File: src/rtl/serial_subtractor_nbit_pkg.sv
// serial_subtractor_nbit_pkg: shared FSM state encoding and default operand width
package serial_subtractor_nbit_pkg;
  localparam int DEF_W = 16;
  typedef enum logic [1:0] {ST_IDLE = 2'd0, ST_RUN = 2'd1, ST_DONE = 2'd2} state_t;
endpackage

File: src/rtl/serial_subtractor_nbit_fs.sv
// full_subtractor_1bit: combinational 1-bit full subtractor (x - y - bi -> d, borrow bo)
module full_subtractor_1bit (
  output logic d,
  output logic bo,
  input  logic x,
  input  logic y,
  input  logic bi
);
  assign d  = x ^ y ^ bi;
  assign bo = (~x & y) | (~(x ^ y) & bi);
endmodule

File: src/rtl/serial_subtractor_nbit.sv
// serial_subtractor_nbit: LSB-first bit-serial {b_out,diff} = a - b - b_in with start/busy/done handshake
module serial_subtractor_nbit
  import serial_subtractor_nbit_pkg::*;
#(
  parameter int W = DEF_W,
  localparam int CW = $clog2(W + 1)
) (
  input  logic         clk,
  input  logic         rst,
  input  logic         start,
  input  logic [W-1:0] a,
  input  logic [W-1:0] b,
  input  logic         b_in,
  output logic         busy,
  output logic         done,
  output logic [W-1:0] diff,
  output logic         b_out
);
  state_t        r_state;
  state_t        w_next;
  logic [CW-1:0] r_cnt;
  logic [W-1:0]  r_sa;
  logic [W-1:0]  r_sb;
  logic [W-1:0]  r_diff;
  logic          r_br;
  logic          w_d;
  logic          w_bo;
  logic          w_accept;
  full_subtractor_1bit u_fs (
    .d (w_d),
    .bo(w_bo),
    .x (r_sa[0]),
    .y (r_sb[0]),
    .bi(r_br)
  );
  always_comb begin
    w_accept = start && (r_state != ST_RUN);
    w_next   = (r_state == ST_RUN) ? ((r_cnt == CW'(W - 1)) ? ST_DONE : ST_RUN)
                                   : (start ? ST_RUN : ST_IDLE);
  end
  always_ff @(posedge clk) begin
    if (rst) begin
      r_state <= ST_IDLE;
      r_cnt   <= '0;
      r_sa    <= '0;
      r_sb    <= '0;
      r_diff  <= '0;
      r_br    <= 1'b0;
    end else begin
      r_state <= w_next;
      if (w_accept) begin
        r_sa  <= a;
        r_sb  <= b;
        r_br  <= b_in;
        r_cnt <= '0;
      end else if (r_state == ST_RUN) begin
        r_sa   <= r_sa >> 1;
        r_sb   <= r_sb >> 1;
        r_diff <= {w_d, r_diff[W-1:1]};
        r_br   <= w_bo;
        r_cnt  <= r_cnt + 1'b1;
      end
    end
  end
  assign busy  = (r_state == ST_RUN);
  assign done  = (r_state == ST_DONE);
  assign diff  = r_diff;
  assign b_out = r_br;
endmodule

File: config.mk
export PLATFORM = sky130hd
export DESIGN_NAME = serial_subtractor_nbit
export DESIGN_NICKNAME = d
export VERILOG_FILES = /design/src/rtl/serial_subtractor_nbit_pkg.sv /design/src/rtl/serial_subtractor_nbit_fs.sv /design/src/rtl/serial_subtractor_nbit.sv
export SDC_FILE = /design/constraint.sdc
export NUM_CORES = 1
export LEC_CHECK = 0
export ABC_AREA = 1
export CELL_PAD_IN_SITES_DETAIL_PLACEMENT = 0
export CELL_PAD_IN_SITES_GLOBAL_PLACEMENT = 1
export CORE_ASPECT_RATIO = 1.2
export CORE_UTILIZATION = 38
export CTS_BUF_LIST = sky130_fd_sc_hd__clkbuf_8 sky130_fd_sc_hd__clkbuf_16
export CTS_CLUSTER_SIZE = 10
export DETAILED_ROUTE_END_ITERATION = 10
export HOLD_SLACK_MARGIN = 0.1
export PLACE_DENSITY_LB_ADDON = 0.1
export SYNTH_ARGS = -nofsm -noshare
export SYNTH_HDL_FRONTEND = slang
export SYNTH_SLANG_ARGS = --single-unit
export TNS_END_PERCENT = 50
File: constraint.sdc
create_clock -name clk -period 2.3 [get_ports clk]
set_input_delay 0.46 -clock clk [delete_from_list [all_inputs] [get_ports clk]]
set_output_delay 0.46 -clock clk [all_outputs]
set_load 0.01 [all_outputs]
---- Word level (Yosys, flattened, before mapping) ----
Index checks and enable logic that the tools add are counted.
word-level totals
  flip-flop bits (word level) ............. 56
  input bits .............................. 36
  output and inout port bits .............. 19
  logic and storage cells ................. 32
cells by class
  add/subtract/negate cells ............... 1
  equal/unequal tests ..................... 4
  multiplexer cells ....................... 9
  bitwise logic cells ..................... 8
  reduce and logical (&&, ||, !) cells .... 4
operator list
  kind                   number
  $mux W16               4
  $add A5 B1 Y5 const B  1
  $eq A5 B4 Y1 const B   1
  $mux W2                2
  $mux W1                3
  $not A1 Y1             3
  $and A1 B1 Y1          2
  $eq A2 B1 Y1 const B   1
  $eq A2 B2 Y1 const B   1
  $ne A2 B1 Y1 const B   1
  $reduce_and A2 Y1      1
  $reduce_bool A2 Y1     1
  $reduce_or A2 Y1       1
  $xor A1 B1 Y1          2
  $logic_and A1 B1 Y1    1
  $or A1 B1 Y1           1

---- Logic depth before layout (Yosys ltp) ----
  depth in word-level cells ............... 6
  depth in mapped cells ................... 8

---- Modules after synthesis ----
Synthesis repeated with hierarchy kept, for this count alone.
second synthesis, totals
  cell total of the unflattened synthesis .. 365
  area total of the unflattened synthesis .. 2577.5 um2
modules (own cells, without submodules)
  module                  instances  cells each  area each (um2)  seq. area each (um2)
  serial_subtractor_nbit  1          361         2546.2           1121.1
  full_subtractor_1bit    1          4           31.3             0.0

---- Least setup slack after synthesis ----
OpenSTA, ideal clock, no wires.
  kind .................................... register to output
  start point ............................. register r_state[0]
  end point ............................... output port busy
  arrival time ............................ 0.827 ns
  path slack .............................. 1.013 ns
  cell stages (with the launch flop) ...... 4
  path buffers ............................ 1
  path through ............................ dfxtp_1 -> inv_2 -> nor2_4 -> buf_4
on the way
  word-level cells in the longest chain between the ends .. 1
ends and longest elaborated chain
  element                 RTL line                      RTL
  start, declared         serial_subtractor_nbit.sv:19  state_t r_state;
  start signal, assigned  serial_subtractor_nbit.sv:50  r_state <= w_next;
  $eq A2 B1 Y1            serial_subtractor_nbit.sv:65  assign busy = (r_state == ST_RUN);
  end, declared           serial_subtractor_nbit.sv:14  output logic busy,
No other way between the ends.

---- Worst setup path in the final report ----
Ends and elaborated chain as after synthesis.

==> results.py <==
metrics = {
    "status": {
        "status": "finished, final reports clean",
    },
    "critical_path": {
        "path_class": "reg2out",
        "crit_chain": "inv_2 > nor2_4 > clkdlybuf4s50_1",
        "crit_family": "buffers and inverters",
        "critPathBufInv": 2,
        "reg2reg_to": "r_cnt[1]",
        "critPathMaxStageDelay_ps": 530,
        "cp-startpoint": "r_state[0]",
        "cp_max_fo": 3,
        "end_kind": "output pin",
        "reg2regPathDepth": 5,
        "cp.arrival_ps": 1410,
        "cp.depth": 3,
        "r2r_start": "r_state[0]",
        "start_kind": "flop",
        "r2r_slack_ps": 760,
        "cpMaxStageDelayCell": "clkdlybuf4s50_1",
        "required_ps": 1840,
        "endpoint": "busy",
    },
    "timing": {
        "clock.fmax_ghz": 0.5348,
        "period_share_pct": 81.29,
        "final.min_clock_period_ps": 1870,
        "fin_tns_setup_ps": 0,
        "setup_viol": 0,
        "maxSlewHeadroom_pct": 62.79,
        "worst_pin_slew_ps": 558.2,
        "grt_setup_unrepaired": "no",
        "fin_skew_ps": 5.234,
        "drv_slew": 0,
        "hold_viol_final": 0,
    },
    "yosys": {
        "netlist_area_sq_um": 2579,
        "synth_seq_cells": 56,
        "synth.distinct_cells": 20,
        "synth_top_cell_area_share_pct": 43.47,
        "synth_area_per_cell_sq_um": 7.065,
        "ys_warn_count": 0,
        "synthFlopType": "dfxtp_1",
        "synth_largest_area_cell": "dfxtp_1",
        "yosysMostFrequentCell": "nand3_1",
        "yosys-top-cells-count": "nand3_1 (97), nand2_1 (71), dfxtp_1 (56)",
        "seq_area_frac_synth_pct": 43.47,
        "synth_cells": 365,
        "synthArstFlopShare_pct": 0,
        "synth_edf_count": 0,
        "synth_area_leaders": "dfxtp_1 (43%), nand3_1 (19%), nand2_1 (10%)",
        "mappedNetlistNets": 405,
    },
    "cts": {
        "cts_root_buffer": "clkbuf_8",
        "clock_path_buffers": 2,
        "numCtsBuffers": 5,
        "cts_post_setup_buffers_inserted": 0,
        "htree_levels": 2,
        "cts.sinks": 56,
        "hold_buffers": 0,
        "clk_latency_ps": 310,
        "cts_tree": "built",
        "clkTransAtPathRegs_ps": 100,
        "ctsResizeCount": 0,
    },
    "placement": {
        "placed_area_sq_um": 3110,
        "place_inst": 484,
        "port_buffers": 54,
        "hpwl_um": 3402,
        "gp_congestion": 0.7147,
    },
    "finish": {
        "nets": 446,
        "final_area_sq_um": 3218,
        "drive_above_1_share_pct": 4.423,
        "syn_to_final_growth_pct": 24.79,
        "num_antenna_cells": 0,
        "n_fill_cell": 695,
        "stdcell_count": 492,
        "regArea_sq_um": 1121,
        "multiInputGateArea_sq_um": 1131,
    },
    "die": {
        "coreArea_sq_um": 6486,
        "die_w_um": 77.20,
        "die_area_sq_um": 7121,
        "rows": 32,
        "start_util_pct": 39.76,
        "fp.dieH_um": 92.24,
        "num_io_pins": 55,
    },
    "pwr": {
        "p_total_mw": 2.037,
        "ir_drop_v": 0.0003597,
        "power.leakage_nw": 1.506,
        "powerDensity_nw_per_um2": 633.1,
    },
    "global_routing": {
        "grt_pass1_wl_um": 9328,
        "overflow": 0,
        "antenna_found_initial": 0,
        "grt_pass1_vias": 2067,
        "grt_start_max_net_pins": 56,
        "gr-usage-all-layers_pct": 16.11,
    },
    "drt": {
        "drtPass1Iterations": 4,
        "antenna_left": 0,
        "drtIter0Drc": 109,
        "vias_per_cell": 4.726,
        "num_vias": 2325,
        "wl_per_cell_um": 11.32,
        "route.detailed.drc": 0,
        "wl_um": 5568,
    },
    "min_path": {
        "hold_path_class": "reg2reg",
    },
    "flow_run": {
        "cap_violations": 0,
    },
}
## how the worst min path moves through the flow
stage | cells after the start | from | endpoint | slack [ps]
after global routing | 2 | r_sa[15] | r_sa[15] | 520
final | 2 | r_sa[15] | r_sa[15] | 480
after detailed placement | 2 | r_sa[15] | r_sa[15] | 460
after floorplan | 2 | r_sa[15] | r_sa[15] | 430
after CTS | 2 | r_sa[15] | r_sa[15] | 480
after global placement | 2 | diff[0] | diff[0] | 460
## placed cells by master (no fill, tap or decap), drive strengths merged
cell type / Yosys / routed
nand3: 97 / 97
nand2: 72 / 72
dfxtp: 56 / 56
clkdlybuf4s50: 0 / 54
nor2: 44 / 44
inv: 41 / 42
o21ai: 17 / 17
buf: 22 / 6
clkbuf: 4 / 5
a21oi: 5 / 5
ha: 3 / 3
o21bai: 1 / 1
xor2: 1 / 1
o21a: 1 / 1
fa: 1 / 1
bufinv: 0 / 1
clkinv: 0 / 1
## tightest hold or removal path: cells and delay by family (launching register included)
family	cells	cell delay (ps)
AND/OR/NAND/NOR	1	60
AO/OA/AOI/OAI	1	50
flip-flops	1	320
## cells by family (layout without fill, tap and decap cells)
family                     Yosys count  count (layout)  share of synthesized area [%]
adders and majority gates            4               4                          2.232
DFF                                 56              56                          43.47
AOI/OAI and AO/OA                   24              24                          4.998
and+or+nand+nor                    213             213                          36.29
buffers and inverters               67             109                          12.66
xor gates and xnor gates             1               1                         0.3397
## power by group
part	total [mW]	internal (mW)	leakage (nW)	switching, mW
registers	1.06	1.03	0.460	0.0358
clock network	0.634	0.319	0.0593	0.315
logic	0.339	0.165	0.987	0.174
## per-layer routing
metal	track usage, %	vias to the layer above	share of wire (%)
li1	-	1239	-
met1	20.27	1049	49
met2	27.58	33	47
met3	2.886	4	2.9
met4	5.189	0	1.3
met5	0	-	0
## state kept, by name, summed over array words and instances (netlist names)
register and cells:
r_cnt 5, b_out 1, r_sa 16, r_state 2, r_sb 16, diff 16
## stage by stage
step | setup WS [ps] | utilization [%] | hold slack (ps)
detailed placement | 363.1 | 47.96 | 462.9
global route | 371.0 | 49.61 | 520.1
CTS | 407.8 | 49.61 | 480.2
global placement | 403.0 | 47.96 | 462.3
finish | 430.3 | 49.61 | 482.1
floorplan | 1013 | - | 433.7
## layout make-up
class                           count  share of cell area, %
Clock inverter                      3                  1.205
Multi-Input combinational cell    242                  35.15
Inverter                           41                  4.782
Clock buffer                        5                  2.138
Sequential cell                    56                  34.84
Timing Repair Buffer               60                  18.58
Tap cell                           85                  3.305
No activity file was read; power rests on OpenSTA's default activity.
